<file path="src/rtl/bcd_to_bin.sv">
// Sequential BCD-to-binary converter using reverse double dabble.
// Start/busy/done handshake; an illegal input digit is reported through err.
module bcd_to_bin #(
    parameter int DIGITS = 4,
    parameter int BIN_W  = 14
) (
    input  logic                  clk,
    input  logic                  rst_n,
    input  logic                  start,
    input  logic [4*DIGITS-1:0]   bcd_in,
    output logic [BIN_W-1:0]      bin_out,
    output logic                  busy,
    output logic                  done,
    output logic                  err
);

    localparam int BCD_W = 4 * DIGITS;
    localparam int CNT_W = $clog2(BIN_W + 1);

    typedef enum logic [1:0] {IDLE, SHIFT, ADJ, DONE} state_t;

    state_t             state;
    logic [BCD_W-1:0]   bcd;
    logic [BIN_W-1:0]   bin;
    logic [CNT_W-1:0]   cnt;
    logic               bad;
    logic               in_bad;
    logic [BCD_W-1:0]   bcd_adj;

    always_comb begin
        in_bad = 1'b0;
        for (int i = 0; i < DIGITS; i++) begin
            if (bcd_in[4*i +: 4] > 4'd9) in_bad = 1'b1;
        end
    end

    // Undo the +3 correction of forward double dabble, independently per nibble.
    always_comb begin
        bcd_adj = bcd;
        for (int i = 0; i < DIGITS; i++) begin
            if (bcd[4*i +: 4] >= 4'd8) bcd_adj[4*i +: 4] = bcd[4*i +: 4] - 4'd3;
        end
    end

    // The illegal-digit flag is kept internally so err only moves on a done cycle.
    always_ff @(posedge clk or negedge rst_n) begin
        if (!rst_n) begin
            state   <= IDLE;
            bcd     <= '0;
            bin     <= '0;
            cnt     <= '0;
            bad     <= 1'b0;
            bin_out <= '0;
            busy    <= 1'b0;
            done    <= 1'b0;
            err     <= 1'b0;
        end else begin
            case (state)
                IDLE: begin
                    done <= 1'b0;
                    if (start) begin
                        bcd   <= bcd_in;
                        bin   <= '0;
                        cnt   <= '0;
                        busy  <= 1'b1;
                        bad   <= in_bad;
                        state <= in_bad ? DONE : SHIFT;
                    end
                end
                SHIFT: begin
                    {bcd, bin} <= {bcd, bin} >> 1;
                    cnt        <= cnt + CNT_W'(1);
                    state      <= ADJ;
                end
                ADJ: begin
                    bcd   <= bcd_adj;
                    state <= (cnt == CNT_W'(BIN_W)) ? DONE : SHIFT;
                end
                DONE: begin
                    bin_out <= bad ? '0 : bin;
                    err     <= bad;
                    done    <= 1'b1;
                    busy    <= 1'b0;
                    state   <= IDLE;
                end
                default: state <= IDLE;
            endcase
        end
    end

endmodule

</file>
<file path="config.mk">
export PLATFORM = sky130hd
export DESIGN_NAME = bcd_to_bin
export DESIGN_NICKNAME = d
export VERILOG_FILES = /design/src/rtl/bcd_to_bin.sv
export SDC_FILE = /design/constraint.sdc
export NUM_CORES = 1
export LEC_CHECK = 0
export ABC_AREA = 1
export BUFFER_PORTS_ARGS = -buffer_cell sky130_fd_sc_hd__buf_2
export CAP_MARGIN = 20
export CORE_MARGIN = 10
export CORE_UTILIZATION = 60
export CTS_CLUSTER_DIAMETER = 60
export DETAILED_ROUTE_END_ITERATION = 7
export MAX_ROUTING_LAYER = met4
export PLACE_DENSITY = 0.82
export SYNTH_ARGS = -nofsm -noshare
export SYNTH_HDL_FRONTEND = slang
export SYNTH_SLANG_ARGS = --single-unit
</file>
<file path="constraint.sdc">
create_clock -name clk -period 2.45 [get_ports clk]
set_clock_uncertainty 0.05 [all_clocks]
set_input_delay 0.3675 -clock clk [delete_from_list [all_inputs] [get_ports clk]]
set_output_delay 0.3675 -clock clk [all_outputs]
set_load 0.05 [all_outputs]
</file>
==> results of run 1 <==
## stage by stage
step / std cells / hold slack (ps) / total power, mW
2_1_floorplan: 356 / 21.9 / 3.21
3_3_place_gp: 438 / 245 / 3.56
6_report: 447 / 315 / 4.33
4_1_cts: 447 / 310 / 4.32
3_5_place_dp: 438 / 261 / 3.66
5_1_grt: 447 / 341 / 4.72
## kinds of logic (layout without fill, tap and decap cells)
kind of cell | after synthesis | after routing
DFF | 54 | 54
adders and majority gates | 14 | 14
buffers and inverters | 57 | 96
AOI/OAI and AO/OA | 62 | 62
and+or+nand+nor | 169 | 169
## power by group
part,internal [mW],switching (mW)
clock,0.312,0.323
combinational,0.670,1.59
sequential,1.21,0.225
## cell usage in the layout, fill, tap and decap left out
cell / count
nand3_1: 17
o21ai_1: 5
o211ai_1: 1
nand2_2: 9
or2_2: 1
nor2_2: 1
dfrtp_1: 54
buf_4: 4
inv_2: 2
clkbuf_8: 5
nand3b_1: 1
inv_4: 1
nand2_1: 106
inv_8: 1
inv_1: 45
bufinv_16: 1
a21oi_1: 10
o22ai_1: 15
nor2_1: 34
o21ai_0: 31
ha_1: 14
buf_2: 35
clkinvlp_4: 1
dlygate4sd3_1: 1
## routing by layer
| layer | GRT usage (%) | up-vias | part of all wire [%] |
|---|---|---|---|
| li1 | - | 1197 | - |
| met1 | 23.4 | 1133 | 45 |
| met2 | 29.5 | 76 | 48 |
| met3 | 3.77 | 14 | 5.5 |
| met4 | 4.11 | 0 | 1.2 |
| met5 | - | - | 0 |
## cell usage after synthesis
master	n	area share (%)
o22ai_1	15	3.4
buf_6	3	1.2
buf_4	3	0.80
nand2_1	106	14
a21oi_1	10	1.8
o21ai_0	31	5.5
nand3_1	17	3.0
nand2_2	9	2.0
buf_2	3	0.54
inv_4	1	0.22
nor2_2	1	0.22
o21ai_1	5	0.89
o211ai_1	1	0.27
nor2_1	34	4.6
ha_1	14	6.3
or2_2	1	0.22
dfrtp_1	54	48
inv_2	2	0.27
inv_1	45	6.0
nand3b_1	1	0.27
## path summary, 6_finish.rpt
path | end | cells after the start
max | bcd[14] | 7
min | bcd[15] | 5
max reg2reg | bcd[14] | 7
min reg2reg | bin_out[12] | 2
max in group asynchronous | state[0] | 3
min in group asynchronous | bin_out[1] | 2
## what timing repair did
| action | in CTS | in global routing |
|---|---|---|
| resized for setup | 0 | 0 |
| endpoints found under the hold margin | 15 | 0 |
| hold buffers | 1 | 0 |
## final cells by class
type,count,share of cell area (%)
flip-flops and latches,54,43.2
well taps,52,2.08
multi-input cells,245,38.2
repair buffers,40,6.89
clock buffers,5,2.20
inverters,48,5.84
clock inverters,3,1.56
## state kept, by name, summed over array words and instances (netlist names), 2 cells and up
register / flops
cnt: 4
bin: 14
bin_out: 14
bcd: 16
state: 2
## tightest hold or removal path, stage by stage
cell,delay [ps]
buf_2,80
nand2_1,40
nand2_1,50
nand2_1,40
nand2_1,60
==> impl_metrics.py, run 1 <==
metrics = {
    "worst_setup_path": {
        "critPathSlowestCell": "ha_1",
        "cp.required_ps": 2620,
        "path_delay_family": "adder cells",
        "setup.worst_path.end_class": "register",
        "cp-startpoint": "state[0]",
        "crit_type": "reg -> reg",
        "r2r_start": "state[0]",
        "critPathLaunchType": "register",
        "r2r_slack_ps": 440,
        "worstPathCellList": "inv_1 > ha_1 > inv_1 > a21oi_1 > o21ai_0 > nand2_1 > nand2_1",
        "cp_data_arrival_time_ps": 2180,
        "cp_num_buf_inv": 2,
        "cp_slowest_stage_delay_ps": 560,
        "path_max_fanout": 16,
    },
    "global_route": {
        "overflow": 0,
        "grt_first_pass_wirelength_um": 11300,
        "grt_pass1_vias": 2442,
        "grt_max_degree": 22,
        "antenna_found_initial": 0,
        "grtUsageTotal_pct": 18.4,
    },
    "placement": {
        "dpl_cell_area_mm2": 0.00300,
        "dpl.hpwl_um": 4680,
        "portBuffers": 35,
        "pre_cts_slack_ps": 502,
        "place_congestion": 0.856,
    },
    "timing": {
        "fmaxAchievable_ghz": 0.499,
        "slew_headroom_pct": 62.4,
        "tns_ps": 0,
        "setup_violations": 0,
        "rsz0062_at_grt": "false",
        "finalHoldViolations": 0,
        "period_minus_slack_ps": 2010,
        "layout_setup_ws_ps": 445,
        "post-route-period-util_pct": 81.8,
        "drv_slew": 0,
        "worstMarginPinSlew_ps": 563,
    },
    "route": {
        "routed_wl_um": 6570,
        "routedWlPerCell_um": 14.7,
        "vias_per_cell": 5.41,
        "drt-pass1-iter-count": 5,
        "route.vias.total": 2420,
        "final_antenna_net_count": 0,
        "drc": 0,
        "drt-initial-drc-count": 243,
    },
    "logic_synthesis": {
        "ys_ff_latch": 54,
        "syn_area_per_cell_um2": 7.86,
        "yosysSeqAreaShare_pct": 48.3,
        "synthAdderAreaFrac_pct": 6.26,
        "synth_nets": 389,
        "netlist_area_mm2": 0.00280,
        "synth_compound_area_share_pct": 11.8,
        "synthCells": 356,
        "synthDistinctLibCells": 20,
        "ys_warn_count": 0,
        "synth_top_family_by_area": "simple AND/OR/NAND/NOR gates",
        "yosys.area_share.simple_pct": 24.5,
        "synth.area.mux_share_pct": 0,
        "synth_xor_area_share_pct": 0,
    },
    "cts": {
        "htree_levels": 2,
        "cts_buffers": 5,
        "clock-sinks": 54,
        "path_clk_slew_ps": 110,
        "cts_tree": "built",
        "post_cts_buffers": 0,
        "clockRootBuffer": "clkbuf_8",
        "clk_latency_ps": 320,
        "cts_max_path_buffers": 2,
    },
    "layout": {
        "final_nets": 427,
        "drive_gt1_share_pct": 15.4,
        "multi_input_comb_area_mm2": 0.00119,
        "fillers": 365,
        "syn_to_final_growth_pct": 11.7,
        "final_util_pct": 70.3,
        "finalInstanceArea_mm2": 0.00313,
        "n_antenna_cell": 0,
        "ff_latch_area_mm2": 0.00135,
    },
    "floorplanning": {
        "row_count": 24,
        "fp.coreArea_mm2": 0.00444,
        "fp.dieArea_mm2": 0.00780,
        "die_x_um": 88.3,
        "die_h_um": 88.3,
        "pin_count": 36,
        "initial_core_util_pct": 63.0,
    },
    "worst_hold_path": {
        "hold_path.startpoint": "bcd_in[15]",
        "hold_class": "in -> reg",
    },
    "power_and_ir_drop": {
        "p_per_area_mw_per_mm2": 1390,
        "ir_drop_uv": 804,
        "p_leak_nw": 1.66,
    },
    "job": {
        "cap_violations": 0,
    },
    "run_status": {
        "status": "finished, final reports clean",
    },
}
Note: power is estimated with default switching activity, not from simulation.
==> run 2: changes to the inputs <==
--- a/config.mk
+++ b/config.mk
@@ -9,11 +9,11 @@
 export BUFFER_PORTS_ARGS = -buffer_cell sky130_fd_sc_hd__buf_2
 export CAP_MARGIN = 20
 export CORE_MARGIN = 10
-export CORE_UTILIZATION = 60
+export CORE_UTILIZATION = 57
 export CTS_CLUSTER_DIAMETER = 60
 export DETAILED_ROUTE_END_ITERATION = 7
 export MAX_ROUTING_LAYER = met4
-export PLACE_DENSITY = 0.82
+export PLACE_DENSITY = 0.79
 export SYNTH_ARGS = -nofsm -noshare
 export SYNTH_HDL_FRONTEND = slang
 export SYNTH_SLANG_ARGS = --single-unit
==> constraint.sdc (replaced) <==
create_clock -name clk -period 1.95 [get_ports clk]
set_clock_uncertainty 0.05 [all_clocks]
set_input_delay 0.2925 -clock clk [delete_from_list [all_inputs] [get_ports clk]]
set_output_delay 0.2925 -clock clk [all_outputs]
set_load 0.05 [all_outputs]
==> impl_metrics.py, run 2 (synthesis results as in run 1) <==
metrics = {
    "floorplanning": {
        "pin_count": 36,
        "fp.dieArea_mm2": 0.00811,
        "initial_core_util_pct": 58.9,
        "die_x_um": 90.1,
        "fp.coreArea_mm2": 0.00475,
        "row_count": 25,
        "die_h_um": 90.1,
    },
    "worst_setup_path": {
        "setup.worst_path.end_class": "register",
        "crit_type": "reg -> reg",
        "cp.required_ps": 2150,
        "r2r_start": "state[1]",
        "r2r_slack_ps": 210,
        "crit_end": "bcd[0]",
        "critPathSlowestCell": "ha_2",
        "path_max_fanout": 8,
        "cp_num_buf_inv": 3,
        "cp_data_arrival_time_ps": 1930,
        "r2r_cells": 9,
        "cp-startpoint": "state[1]",
        "timing.rr.end": "bcd[0]",
        "critPathLaunchType": "register",
        "crit_cells": 9,
        "path_delay_family": "buffers and inverters",
        "worstPathCellList": "inv_1 > ha_2 > buf_4 > nand2_2 > inv_1 > nand2_1 > nand3_1 > nand2_1 > o21ai_1",
        "cp_slowest_stage_delay_ps": 430,
    },
    "cts": {
        "clockRootBuffer": "clkbuf_8",
        "cts_tree": "built",
        "path_clk_slew_ps": 100,
        "cts_buffers": 5,
        "clk_latency_ps": 320,
        "clock-sinks": 54,
        "cts_max_path_buffers": 2,
        "htree_levels": 2,
    },
    "timing": {
        "fmaxAchievable_ghz": 0.576,
        "slew_headroom_pct": 69.2,
        "period_minus_slack_ps": 1740,
        "drv_slew": 0,
        "worstMarginPinSlew_ps": 462,
        "finalHoldViolations": 0,
        "post-route-period-util_pct": 89.0,
        "setup_violations": 0,
        "tns_ps": 0,
        "rsz0062_at_grt": "false",
    },
    "route": {
        "final_antenna_net_count": 0,
        "drt-initial-drc-count": 171,
        "drc": 0,
        "vias_per_cell": 5.12,
        "drt-pass1-iter-count": 5,
        "routedWlPerCell_um": 13.4,
        "route.vias.total": 2388,
        "routed_wl_um": 6250,
    },
    "layout": {
        "n_antenna_cell": 0,
        "regMostFlops": "bcd",
        "layout_common_cells": "106 x nand2_1, 54 x dfrtp_1, 44 x inv_1, 35 x buf_2, 34 x nor2_1",
        "top_regs": "bcd: 16 flops, bin: 14 flops, bin_out: 14 flops",
        "layout.cells.most_common": "nand2_1",
        "multi_input_comb_area_mm2": 0.00120,
        "ff_latch_area_mm2": 0.00135,
        "fillers": 398,
        "syn_to_final_growth_pct": 14.0,
        "drive_gt1_share_pct": 16.8,
        "largest_register_ffs": 16,
        "final_nets": 431,
    },
    "global_route": {
        "grtUsageTotal_pct": 15.9,
        "grt_first_pass_wirelength_um": 10700,
        "overflow": 0,
        "antenna_found_initial": 0,
        "grt_pass1_vias": 2253,
        "grt_max_degree": 37,
    },
    "job": {
        "cap_violations": 0,
    },
    "placement": {
        "dpl.hpwl_um": 4550,
        "portBuffers": 35,
        "place_congestion": 0.883,
    },
    "power_and_ir_drop": {
        "p_per_area_mw_per_mm2": 1730,
        "ir_drop_uv": 924,
        "p_leak_nw": 1.68,
        "power.total_mw": 5.52,
    },
    "worst_hold_path": {
        "hold_class": "in -> reg",
    },
    "run_status": {
        "status": "finished, final reports clean",
    },
}
run 2: report_power, final:
part	internal (mW)	switching [mW]	leakage, nW
clock network	0.390	0.397	0.0587
logic	0.946	2.00	0.911
registers	1.52	0.267	0.714
total	2.85	2.66	1.68
run 2: cell type report:
| type | count | area share [%] |
|---|---|---|
| Sequential cell | 54 | 42.3 |
| Clock inverter | 3 | 1.49 |
| Tap cell | 67 | 2.63 |
| Timing Repair Buffer | 44 | 8.08 |
| Multi-Input combinational cell | 245 | 37.5 |
| Inverter | 48 | 5.84 |
| Clock buffer | 5 | 2.16 |
run 2: per-stage QoR:
step | hold slack [ps] | util [%] | std cells | area [um^2] | worst slack (ps)
after floorplan | -53.1 | - | 356 | 2800 | 513
after global placement | 226 | 64.2 | 456 | 3050 | 284
after detailed placement | 225 | 64.2 | 456 | 3050 | 196
after CTS | 226 | 66.8 | 465 | 3180 | 183
after global routing | 276 | 67.1 | 466 | 3190 | 75.2
final | 237 | 67.1 | 466 | 3190 | 214
run 2: repair_timing:
| item | CTS | global route |
|---|---|---|
| gates resized for setup | 0 | 2 |
| setup endpoints to repair | 0 | 2 |
| setup buffers | 0 | 1 |
| hold buffers | 1 | 0 |
| hold endpoints to repair | 18 | 0 |
run 2: worst min path at each step:
stage	to	slack (ps)	from	cells after the start
2_1_floorplan	bad	-50	rst_n	0
3_3_place_gp	bin[1]	230	rst_n	1
3_5_place_dp	bin_out[1]	230	rst_n	1
4_1_cts	bcd[15]	230	bcd_in[15]	5
5_1_grt	state[0]	280	start	3
6_report	bcd[15]	240	bcd_in[15]	5
run 2: tightest hold or removal path, cell delays in order:
cell and delay, ps:
buf_2 90, nand2_1 50, nand2_1 50, nand2_1 40
nand2_1 50
run 2: metal layers:
metal	wire, um	vias to the layer above	track usage (%)
met5	0	-	-
met4	56	0	4.91
met3	337	8	3.57
met2	2890	71	23.8
met1	2970	1109	20.9
li1	-	1200	-
